==> src/rtl/aux_report_pkg.sv <==
// ============================================================================
//  Module      : aux_report_pkg
//  Description : Shared constants, UART FSM state encoding and the frame-byte
//                mapping helper for the aux-channel UART reporter.
//  Revision    : 1.0 - initial release
// ============================================================================
`default_nettype none

package aux_report_pkg;

  localparam logic [7:0] SYNC_BYTE        = 8'hA5;
  localparam int         BASE_FRAME_BYTES = 10;
  // One extra slot reserved for the optional checksum byte.
  localparam int         MAX_FRAME_BYTES  = BASE_FRAME_BYTES + 1;
  localparam int         BYTE_IDX_W       = $clog2(MAX_FRAME_BYTES);

  typedef enum logic [1:0] {
    ST_IDLE  = 2'd0,
    ST_START = 2'd1,
    ST_DATA  = 2'd2,
    ST_STOP  = 2'd3
  } uart_state_t;

  // Maps a byte position within the base frame to its payload.
  function automatic logic [7:0] frame_byte(
    input logic [BYTE_IDX_W-1:0] idx,
    input logic [11:0]           aux0,
    input logic [11:0]           aux1,
    input logic [11:0]           aux2,
    input logic [11:0]           aux3,
    input logic [1:0]            net
  );
    logic [7:0] b;
    case (idx)
      4'd0:    b = SYNC_BYTE;
      4'd1:    b = {4'h0, aux0[11:8]};
      4'd2:    b = aux0[7:0];
      4'd3:    b = {4'h0, aux1[11:8]};
      4'd4:    b = aux1[7:0];
      4'd5:    b = {4'h0, aux2[11:8]};
      4'd6:    b = aux2[7:0];
      4'd7:    b = {4'h0, aux3[11:8]};
      4'd8:    b = aux3[7:0];
      4'd9:    b = {6'h00, net};
      default: b = 8'h00;
    endcase
    return b;
  endfunction

endpackage

`default_nettype wire

==> src/rtl/aux_uart_reporter_uart_tx_byte.sv <==
// ============================================================================
//  Module      : uart_tx_byte
//  Description : 8N1 UART byte transmitter. A byte is accepted when load is
//                high while ready is high; ready is also raised during the
//                final cycle of the stop bit so bytes can be chained with no
//                idle gap between them.
//  Revision    : 1.0 - initial release
// ============================================================================
`default_nettype none

module uart_tx_byte
  import aux_report_pkg::*;
#(
  parameter int CLKS_PER_BIT = 868
) (
  input  logic       clk,
  input  logic       rst,
  input  logic       load,
  input  logic [7:0] data,
  output logic       ready,
  output logic       tx
);

  localparam int              c_tw         = (CLKS_PER_BIT > 1) ? $clog2(CLKS_PER_BIT) : 1;
  localparam logic [c_tw-1:0] c_timer_last = c_tw'(CLKS_PER_BIT - 1);
  localparam logic [c_tw-1:0] c_timer_one  = c_tw'(1);

  uart_state_t     r_state, w_state_next;
  logic [c_tw-1:0] r_timer, w_timer_next;
  logic [2:0]      r_bitcnt, w_bitcnt_next;
  logic [7:0]      r_shift, w_shift_next;
  logic            r_tx, w_tx_next;
  logic            w_bit_end;

  assign w_bit_end = (r_timer == c_timer_last);
  assign ready     = (r_state == ST_IDLE) | ((r_state == ST_STOP) & w_bit_end);
  assign tx        = r_tx;

  // State register; the line is held idle-high while in reset.
  always_ff @(posedge clk or posedge rst) begin
    if (rst) begin
      r_state  <= ST_IDLE;
      r_timer  <= '0;
      r_bitcnt <= '0;
      r_shift  <= '0;
      r_tx     <= 1'b1;
    end else begin
      r_state  <= w_state_next;
      r_timer  <= w_timer_next;
      r_bitcnt <= w_bitcnt_next;
      r_shift  <= w_shift_next;
      r_tx     <= w_tx_next;
    end
  end

  // Next-state, bit timing and serialisation (LSB first).
  always_comb begin
    w_state_next  = r_state;
    w_timer_next  = r_timer;
    w_bitcnt_next = r_bitcnt;
    w_shift_next  = r_shift;
    w_tx_next     = r_tx;
    case (r_state)
      ST_IDLE: begin
        w_tx_next    = 1'b1;
        w_timer_next = '0;
        if (load) begin
          w_state_next = ST_START;
          w_shift_next = data;
          w_tx_next    = 1'b0;
        end
      end
      ST_START: begin
        if (w_bit_end) begin
          w_state_next  = ST_DATA;
          w_timer_next  = '0;
          w_bitcnt_next = '0;
          w_tx_next     = r_shift[0];
        end else begin
          w_timer_next = r_timer + c_timer_one;
        end
      end
      ST_DATA: begin
        if (w_bit_end) begin
          w_timer_next = '0;
          if (r_bitcnt == 3'd7) begin
            w_state_next = ST_STOP;
            w_tx_next    = 1'b1;
          end else begin
            w_bitcnt_next = r_bitcnt + 3'd1;
            w_shift_next  = {1'b0, r_shift[7:1]};
            w_tx_next     = r_shift[1];
          end
        end else begin
          w_timer_next = r_timer + c_timer_one;
        end
      end
      ST_STOP: begin
        if (w_bit_end) begin
          w_timer_next = '0;
          if (load) begin
            w_state_next = ST_START;
            w_shift_next = data;
            w_tx_next    = 1'b0;
          end else begin
            w_state_next = ST_IDLE;
            w_tx_next    = 1'b1;
          end
        end else begin
          w_timer_next = r_timer + c_timer_one;
        end
      end
      default: begin
        w_state_next = ST_IDLE;
        w_tx_next    = 1'b1;
      end
    endcase
  end

endmodule

`default_nettype wire

==> src/rtl/aux_uart_reporter.sv <==
// ============================================================================
//  Module      : aux_uart_reporter
//  Description : Periodically, or on trigger, snapshots the four aux-channel
//                conversions and the network classification and sends them
//                as a framed byte stream over a UART 8N1 line.
//                Optional macro AUX_REPORT_CHECKSUM_EN appends an XOR
//                checksum byte covering every byte after the sync byte.
//  Revision    : 1.0 - initial release
// ============================================================================
`default_nettype none

module aux_uart_reporter
  import aux_report_pkg::*;
#(
  parameter int CLKS_PER_BIT  = 868,
  parameter int REPORT_PERIOD = 10_000_000
) (
  input  logic        clk,
  input  logic        rst,
  input  logic [1:0]  network_output,
  input  logic [11:0] MEASURED_AUX0,
  input  logic [11:0] MEASURED_AUX1,
  input  logic [11:0] MEASURED_AUX2,
  input  logic [11:0] MEASURED_AUX3,
  input  logic        trigger,
  output logic        tx,
  output logic        busy,
  output logic        frame_done
);

`ifdef AUX_REPORT_CHECKSUM_EN
  localparam int c_num_bytes = BASE_FRAME_BYTES + 1;
`else
  localparam int c_num_bytes = BASE_FRAME_BYTES;
`endif

  localparam int                    c_pw          = (REPORT_PERIOD > 1) ? $clog2(REPORT_PERIOD) : 1;
  localparam logic [c_pw-1:0]       c_period_last = c_pw'(REPORT_PERIOD - 1);
  localparam logic [c_pw-1:0]       c_period_one  = c_pw'(1);
  localparam logic [BYTE_IDX_W-1:0] c_last_idx    = BYTE_IDX_W'(c_num_bytes - 1);
  localparam logic [BYTE_IDX_W-1:0] c_idx_one     = BYTE_IDX_W'(1);

  logic [c_pw-1:0]       r_period;
  logic                  r_pending;
  logic                  r_active;
  logic                  r_frame_done;
  logic [BYTE_IDX_W-1:0] r_byte_idx;
  logic [11:0]           r_aux0, r_aux1, r_aux2, r_aux3;
  logic [1:0]            r_net;

  logic                  w_tick;
  logic                  w_req;
  logic                  w_start;
  logic                  w_last_byte;
  logic                  w_uart_ready;
  logic                  w_advance;
  logic                  w_finish;
  logic                  w_load;
  logic [BYTE_IDX_W-1:0] w_sel_idx;
  logic [7:0]            w_load_byte;

  assign w_tick      = (r_period == c_period_last);
  assign w_req       = w_tick | trigger | r_pending;
  assign w_start     = ~r_active & w_req;
  assign w_last_byte = (r_byte_idx == c_last_idx);
  // The transmitter signals ready only in the final stop-bit cycle while a
  // frame is active, which is exactly when the next byte must be handed over.
  assign w_advance   = r_active & w_uart_ready & ~w_last_byte;
  assign w_finish    = r_active & w_uart_ready & w_last_byte;
  assign w_load      = w_start | w_advance;
  assign w_sel_idx   = w_start ? '0 : (r_byte_idx + c_idx_one);

  assign busy        = r_active;
  assign frame_done  = r_frame_done;

`ifdef AUX_REPORT_CHECKSUM_EN
  logic [7:0] w_checksum;

  // XOR of every payload byte following the sync byte.
  always_comb begin
    w_checksum = 8'h00;
    for (int i = 1; i < BASE_FRAME_BYTES; i++) begin
      w_checksum = w_checksum ^ frame_byte(BYTE_IDX_W'(i), r_aux0, r_aux1, r_aux2, r_aux3, r_net);
    end
  end
`endif

  // Select the byte handed to the transmitter; byte 0 is constant so it is
  // valid even before the snapshot registers update.
  always_comb begin
    w_load_byte = frame_byte(w_sel_idx, r_aux0, r_aux1, r_aux2, r_aux3, r_net);
`ifdef AUX_REPORT_CHECKSUM_EN
    if (w_sel_idx == c_last_idx) begin
      w_load_byte = w_checksum;
    end
`endif
  end

  // Free-running report period counter, independent of frame activity.
  always_ff @(posedge clk or posedge rst) begin
    if (rst) begin
      r_period <= '0;
    end else if (w_tick) begin
      r_period <= '0;
    end else begin
      r_period <= r_period + c_period_one;
    end
  end

  // Frame sequencing: start/snapshot, one-deep pending request, byte index.
  always_ff @(posedge clk or posedge rst) begin
    if (rst) begin
      r_active     <= 1'b0;
      r_pending    <= 1'b0;
      r_frame_done <= 1'b0;
      r_byte_idx   <= '0;
      r_aux0       <= '0;
      r_aux1       <= '0;
      r_aux2       <= '0;
      r_aux3       <= '0;
      r_net        <= '0;
    end else begin
      r_frame_done <= 1'b0;
      if (w_start) begin
        r_active   <= 1'b1;
        r_pending  <= 1'b0;
        r_byte_idx <= '0;
        r_aux0     <= MEASURED_AUX0;
        r_aux1     <= MEASURED_AUX1;
        r_aux2     <= MEASURED_AUX2;
        r_aux3     <= MEASURED_AUX3;
        r_net      <= network_output;
      end else begin
        if (r_active & (w_tick | trigger)) begin
          r_pending <= 1'b1;
        end
        if (w_advance) begin
          r_byte_idx <= r_byte_idx + c_idx_one;
        end
        if (w_finish) begin
          r_active     <= 1'b0;
          r_frame_done <= 1'b1;
        end
      end
    end
  end

  uart_tx_byte #(
    .CLKS_PER_BIT (CLKS_PER_BIT)
  ) u_uart_tx_byte (
    .clk   (clk),
    .rst   (rst),
    .load  (w_load),
    .data  (w_load_byte),
    .ready (w_uart_ready),
    .tx    (tx)
  );

endmodule

`default_nettype wire

==> config.mk <==
export PLATFORM = sky130hd
export DESIGN_NAME = aux_uart_reporter
export DESIGN_NICKNAME = d
export VERILOG_FILES = /design/src/rtl/aux_report_pkg.sv /design/src/rtl/aux_uart_reporter_uart_tx_byte.sv /design/src/rtl/aux_uart_reporter.sv
export SDC_FILE = /design/constraint.sdc
export NUM_CORES = 1
export LEC_CHECK = 0
export CAP_MARGIN = 20
export CORE_ASPECT_RATIO = 1.25
export CORE_UTILIZATION = 52
export CTS_CLUSTER_SIZE = 30
export DETAILED_ROUTE_END_ITERATION = 6
export PLACE_DENSITY = 0.77
export SLEW_MARGIN = 20
export SYNTH_ARGS = -nofsm -noshare
export SYNTH_HDL_FRONTEND = slang
export SYNTH_HIERARCHICAL = 1
export SYNTH_SLANG_ARGS = --single-unit
==> constraint.sdc <==
create_clock -name clk -period 2.8 [get_ports clk]
set_input_delay 0.56 -clock clk [delete_from_list [all_inputs] [get_ports clk]]
set_output_delay 0.56 -clock clk [all_outputs]
set_load 0.01 [all_outputs]
==> results of run 1 <==
## area by class of cell
type,count,area (sq um),area share
multi-input cells,335,2700,0.413
flip-flops and latches,105,2630,0.402
repair buffers,70,688,0.105
clock buffers,11,243,0.0371
well taps,129,161,0.0247
clock inverters,5,63.8,0.00976
inverters,13,50.0,0.00766
## worst max-delay path, cell delays in order, from the launching register on
cell and delay, ps:
dfrtp_1 430, or4b_1 540, nor4_1 400, a41o_4 320, buf_4 260, a211oi_1 70
mux2_2 290, mux2_2 250
## metal layers
layer	up-vias	wire [um]
met5	-	0
met4	0	308
met3	19	394
met2	103	5840
met1	1883	4960
li1	1797	-
## cells in the mapped netlist, types with 4 or more instances
| cell | number | area share |
|---|---|---|
| nor2b_1 | 5 | 0.0056 |
| buf_2 | 4 | 0.0036 |
| mux2_4 | 50 | 0.14 |
| mux2i_1 | 9 | 0.016 |
| buf_12 | 5 | 0.018 |
| a31oi_1 | 8 | 0.0090 |
| xor2_1 | 19 | 0.030 |
| mux2_2 | 19 | 0.039 |
| and3_1 | 9 | 0.010 |
| clkbuf_1 | 8 | 0.0054 |
| nor2_1 | 37 | 0.025 |
| nand4_1 | 12 | 0.014 |
| nor3b_1 | 4 | 0.0054 |
| nand2_1 | 37 | 0.025 |
| o21ai_0 | 9 | 0.0081 |
| nor3_1 | 18 | 0.016 |
| nor4_1 | 5 | 0.0056 |
| nand3b_1 | 6 | 0.0081 |
| ha_1 | 10 | 0.023 |
| nand3_1 | 21 | 0.019 |
| nand2b_1 | 4 | 0.0045 |
| dfrtp_1 | 104 | 0.47 |
| a21oi_1 | 4 | 0.0036 |
| xnor2_1 | 17 | 0.027 |
| inv_1 | 13 | 0.0088 |
## kinds of logic (layout without fill, tap and decap cells)
logic type,Yosys count,count (layout),share of synthesized area
simple gates,170,170,0.161
flops,105,105,0.474
mux,78,78,0.190
compound gates,41,41,0.0535
xor+xnor,36,36,0.0568
buf+inv,35,99,0.0426
fa+ha+maj,10,10,0.0226
## sequential cells by signal, indices dropped and copies added, names as in the netlist
| signal | flops |
|---|---|
| r_byte_idx | 4 |
| r_net | 2 |
| u_uart_tx_byte/r_bitcnt | 3 |
| r_aux1 | 12 |
| u_uart_tx_byte/r_shift | 8 |
| busy | 1 |
| frame_done | 1 |
| r_period | 24 |
| r_aux3 | 12 |
| u_uart_tx_byte/tx | 1 |
| u_uart_tx_byte/r_state | 2 |
| u_uart_tx_byte/r_timer | 10 |
| r_aux0 | 12 |
| r_pending | 1 |
| r_aux2 | 12 |
## worst max-delay path by stage
stage                 from                   endpoint  slack [ps]  cells past startpoint
2_1_floorplan          rst                       busy         160                      1
3_3_place_gp       trigger  u_uart_tx_byte/r_shift[3]         160                      7
3_5_place_dp       trigger  u_uart_tx_byte/r_shift[6]         120                      7
4_1_cts        r_period[7]  u_uart_tx_byte/r_shift[3]         140                      7
5_1_grt        r_period[7]  u_uart_tx_byte/r_shift[3]          20                      7
6_report       r_period[7]  u_uart_tx_byte/r_shift[3]         120                      7
## power by group through the flow
stage	Combinational (mW)	Sequential, mW	Clock [mW]
finish	0.447	1.68	1.28
global route	0.483	1.69	1.39
CTS	0.448	1.68	1.31
detailed placement	0.446	1.71	0
global placement	0.434	1.70	0
floorplan	0.300	1.67	0
## through the flow
stage	instances	util	area [sq um]	worst slack [ps]
after global routing	668	0.637	6540	21.5
after detailed placement	652	0.607	6230	119
after CTS	668	0.637	6540	138
final	668	0.637	6540	125
after global placement	652	0.607	6230	164
after floorplan	475	-	5550	160
==> reports/metrics.yaml, run 1 <==
place:
  portBuffers: 55
  dp_hpwl_um: 8320
  place_congestion: 0.861
worst_hold_path:
  hold_end: "r_period[23]"
  min_path_type: "flip-flop to flip-flop"
  whs_path_depth: 1
  hold_start: "r_period[23]"
clocking:
  postCtsResizedCells: 0
  clk_pin_slew_ps: 70
  clock_sinks: 105
  htree_levels: 3
  ctsHoldBuffers: 0
  clock-root-buffer: "clkbuf_16"
  numCtsBuffers: 9
  clk_path_buf_depth: 2
  cts_tree: "yes"
  post-cts-setup-buffers: 0
  clock_latency_ps: 340
sta:
  fin_crit_sh: 0.955
  grt_setup_unrepaired: "no"
  max_freq_ghz: 0.374
  post-route-min-period_ps: 2680
  worstMarginPinSlew_ps: 719
  fin_worst_skew_ps: 8.01
  maxSlewViolCount: 0
  setup_tns_ps: 0
  setup_violations: 0
  whs_ps: 492
  slew_headroom: 0.517
  hold_viol: 0
floorplanning:
  initial_core_util: 0.541
  fp-row-count: 41
  die-area_sq_um: 11100
  die_w_um: 94.4
  io_pins: 56
  core_sq_um: 10300
  die_y_um: 117
global_routing:
  grt-ovfl-total: 0
  use_met3: 0.0394
  global_route.usage.total: 0.224
  grt_max_degree: 48
  use_met2: 0.362
  antenna_found_initial: 0
  top_usage_layer: "met2"
  met1_usage: 0.292
  grt_pass1_wl_um: 19400
  grt_pass1_vias: 4056
drt:
  wl_um: 11500
  drt_iter0_drc: 182
  vias: 3802
  wl_per_cell_um: 17.2
  vias_per_cell: 5.69
  drc: 0
  drtPass1Iterations: 5
  ant_nets: 0
setup_path:
  regToRegSetupSlack_ps: 120
  cp-end-kind: "flip-flop"
  timing.rr.start: "r_period[7]"
  arrival_ps: 2900
  cp-start-kind: "flip-flop"
  r2r_cells: 7
  crit_type: "flip-flop to flip-flop"
  worstPathMaxFanout: 15
  r2r-end: "u_uart_tx_byte/r_shift[3]"
  required_ps: 3020
synth:
  synth.distinct_cells: 52
  synth_cells: 475
  syn_avg_cell_area_sq_um: 11.7
  synth_edf_count: 0
  yosysSeqAreaShare: 0.474
  yosysWarnings: 6
  synth_area_sq_um: 5550
  synth_ff_type: "dfrtp_1"
  synth_nets: 538
  synthArstFlopShare: 1.00
  ys_seq_elements: 105
pwr:
  clkPwrFrac: 0.376
  internal_power_mw: 2.60
  power_mw: 3.41
  switchingPower_uw: 813
  swShare: 0.238
  p_comb_frac: 0.131
  ir_worst_vdd_v: 0.000285
  p_leak_nw: 2.90
  p_seq_frac: 0.493
  cellPowerDensity_nw_per_um2: 522
flow_run:
  drv_cap: 0
finish:
  num_antenna_cells: 0
  num-nets-final: 597
  area_delta_synth_final_pct: 17.8
  num-fill-cells: 819
  final_common_cell: "dfrtp_1"
  drive_gt1_frac: 0.204
  mostFrequentLayoutCells: "dfrtp_1, clkdlybuf4s50_1, mux2_4"
run_status:
  run_status: "finished, final reports clean"
Note: power is estimated with default switching activity, not from simulation.
==> run 2: changes to the inputs <==
- CORE_ASPECT_RATIO: 1.25 -> 1.75
==> reports/metrics.yaml, run 2 (same netlist as run 1, synthesis figures left out) <==
setup_path:
  critical-path-max-stage-delay_ps: 440  # -100 ps
  required_ps: 3030  # about the same
  arrival_ps: 2850  # -50 ps
  crit_chain: "ha_1 > xnor2_2 > mux2i_1 > nor3_1 > a211oi_1 > a211oi_1 > mux2_2 > mux2_2"
  worst-path-buf-inv: 0  # -1
  crit_family: "multiplexers"
  cp-start-kind: "flip-flop"
  cp-end-kind: "flip-flop"
  crit_path_top_delay_cell: "dfrtp_1"
  worstPathMaxFanout: 8  # -7
  crit_type: "flip-flop to flip-flop"
global_routing:
  grt-ovfl-total: 0  # unchanged
  use_met2: 0.419  # +0.0569
  met1_usage: 0.263  # -0.0289
  antenna_found_initial: 0  # unchanged
  grt_pass1_vias: 4091  # +0.86%
  grt_pass1_wl_um: 19700  # +1.8%
  grt_max_degree: 43  # -10%
  top_usage_layer: "met2"
  global_route.usage.total: 0.234  # +0.00973
  use_met3: 0.0289  # -0.0105
clocking:
  clock-root-buffer: "clkbuf_16"
  clk_pin_slew_ps: 70  # about the same
  clock_sinks: 105  # unchanged
  numCtsBuffers: 9  # unchanged
  clock_latency_ps: 350  # about the same
  htree_levels: 3  # unchanged
  clk_path_buf_depth: 2  # unchanged
  cts_tree: "yes"
drt:
  vias_per_cell: 5.78  # +1.6%
  wl_um: 12000  # +3.9%
  drtPass1Iterations: 5  # unchanged
  drc: 0  # unchanged
  wl_per_cell_um: 17.9  # +4.1%
  drt_iter0_drc: 154  # -15%
  ant_nets: 0  # unchanged
  vias: 3857  # +1.4%
pwr:
  ir_worst_vdd_v: 0.000356  # +25%
  p_leak_nw: 2.90  # +0.23%
  cellPowerDensity_nw_per_um2: 530  # +1.5%
floorplanning:
  core_sq_um: 10300  # +0.39%
  fp-row-count: 49  # +20%
  die-area_sq_um: 11100  # +0.13%
  io_pins: 56  # unchanged
  die_y_um: 139  # +18%
  die_w_um: 80.1  # -15%
  initial_core_util: 0.539  # -0.00210
finish:
  num-fill-cells: 819  # unchanged
  mostFrequentLayoutCells: "dfrtp_1, clkdlybuf4s50_1, mux2_4"
  largest_reg_flops: 24  # unchanged
  drive_gt1_frac: 0.207  # +0.00333
  final_common_cell: "dfrtp_1"
  area_delta_synth_final_pct: 18.5
  num-nets-final: 598  # +0.17%
  final_util: 0.638  # +0.00117
  num_antenna_cells: 0  # unchanged
  regMostFlops: "r_period"
  finalInstanceArea_sq_um: 6570  # +0.57%
sta:
  hold_viol: 0  # unchanged
  grt_setup_unrepaired: "no"
  max_freq_ghz: 0.382  # +2.2%
  setup_violations: 0  # unchanged
  fin_worst_skew_ps: 8.71  # +0.693 ps
  fin_ws_ps: 183  # +57.8 ps
  maxSlewViolCount: 0  # unchanged
  post-route-min-period_ps: 2620  # -57.8 ps
  slew_headroom: 0.515  # -0.00217
  fin_crit_sh: 0.935  # -0.0207
  setup_tns_ps: 0  # unchanged
  worstMarginPinSlew_ps: 721  # +2.87 ps
place:
  placed_cell_area_sq_um: 6250  # +0.28%
  place_congestion: 0.879  # +2.1%
  pre_cts_slack_ps: 122  # +3.12 ps
  dp_hpwl_um: 8710  # +4.7%
  portBuffers: 55  # unchanged
worst_hold_path:
  min_path_type: "flip-flop to flip-flop"
run_status:
  run_status: "finished, final reports clean"
flow_run:
  drv_cap: 0  # unchanged
[run 2: layout make-up]
type / count / area, sq um / area share
clock inverter: 6 / 91.3 / 0.0139
inverter: 13 / 50.0 / 0.00761
timing repair buffer: 71 / 708 / 0.108
clock buffer: 10 / 229 / 0.0348
multi-input combinational: 335 / 2710 / 0.412
sequential: 105 / 2630 / 0.400
tap: 127 / 159 / 0.0242
[run 2: through the flow]
stage,hold WS [ps],total power [mW],std cells
3_3_place_gp,472,2.14,651
3_5_place_dp,480,2.15,651
6_report,490,3.48,667
2_1_floorplan,451,1.97,475
5_1_grt,511,3.61,667
4_1_cts,490,3.51,667
[run 2: report_power, final]
| part | internal, mW | switching (mW) | total, mW | leakage [nW] |
|---|---|---|---|---|
| Combinational | 0.267 | 0.184 | 0.451 | 1.42 |
| Sequential | 1.61 | 0.0744 | 1.68 | 1.33 |
| Clock | 0.787 | 0.563 | 1.35 | 0.145 |
| Total | 2.66 | 0.822 | 3.48 | 2.90 |
[run 2: layer usage]
layer	part of all wire	vias up
met5	0	-
met1	0.38	1943
met4	0.029	0
met3	0.025	22
li1	-	1799
met2	0.56	93
[run 2: repair_timing]
| item | 4_1_cts | 5_1_grt |
|---|---|---|
| resized for setup | 0 | 1 |
| hold buffers | 0 | 0 |
| setup endpoints to repair | 0 | 2 |
| buffers inserted | 0 | 0 |
[run 2: worst paths after layout]
kind	from	cells after the start	to	slack [ps]
setup / recovery	r_byte_idx[0]	8	u_uart_tx_byte/r_shift[3]	180
hold / removal	r_period[0]	1	r_period[0]	490
setup reg to reg	r_byte_idx[0]	8	u_uart_tx_byte/r_shift[3]	180
hold reg to reg	r_period[0]	1	r_period[0]	490
max in group asynchronous	rst	3	r_aux1[8]	1630
min in group asynchronous	rst	2	r_period[2]	590
==> run 3: changes to the inputs <==
- SKIP_CTS_REPAIR_TIMING: unset -> 1
==> results of run 3 <==
Final layout, timing and power as in run 2 (identical DEF).
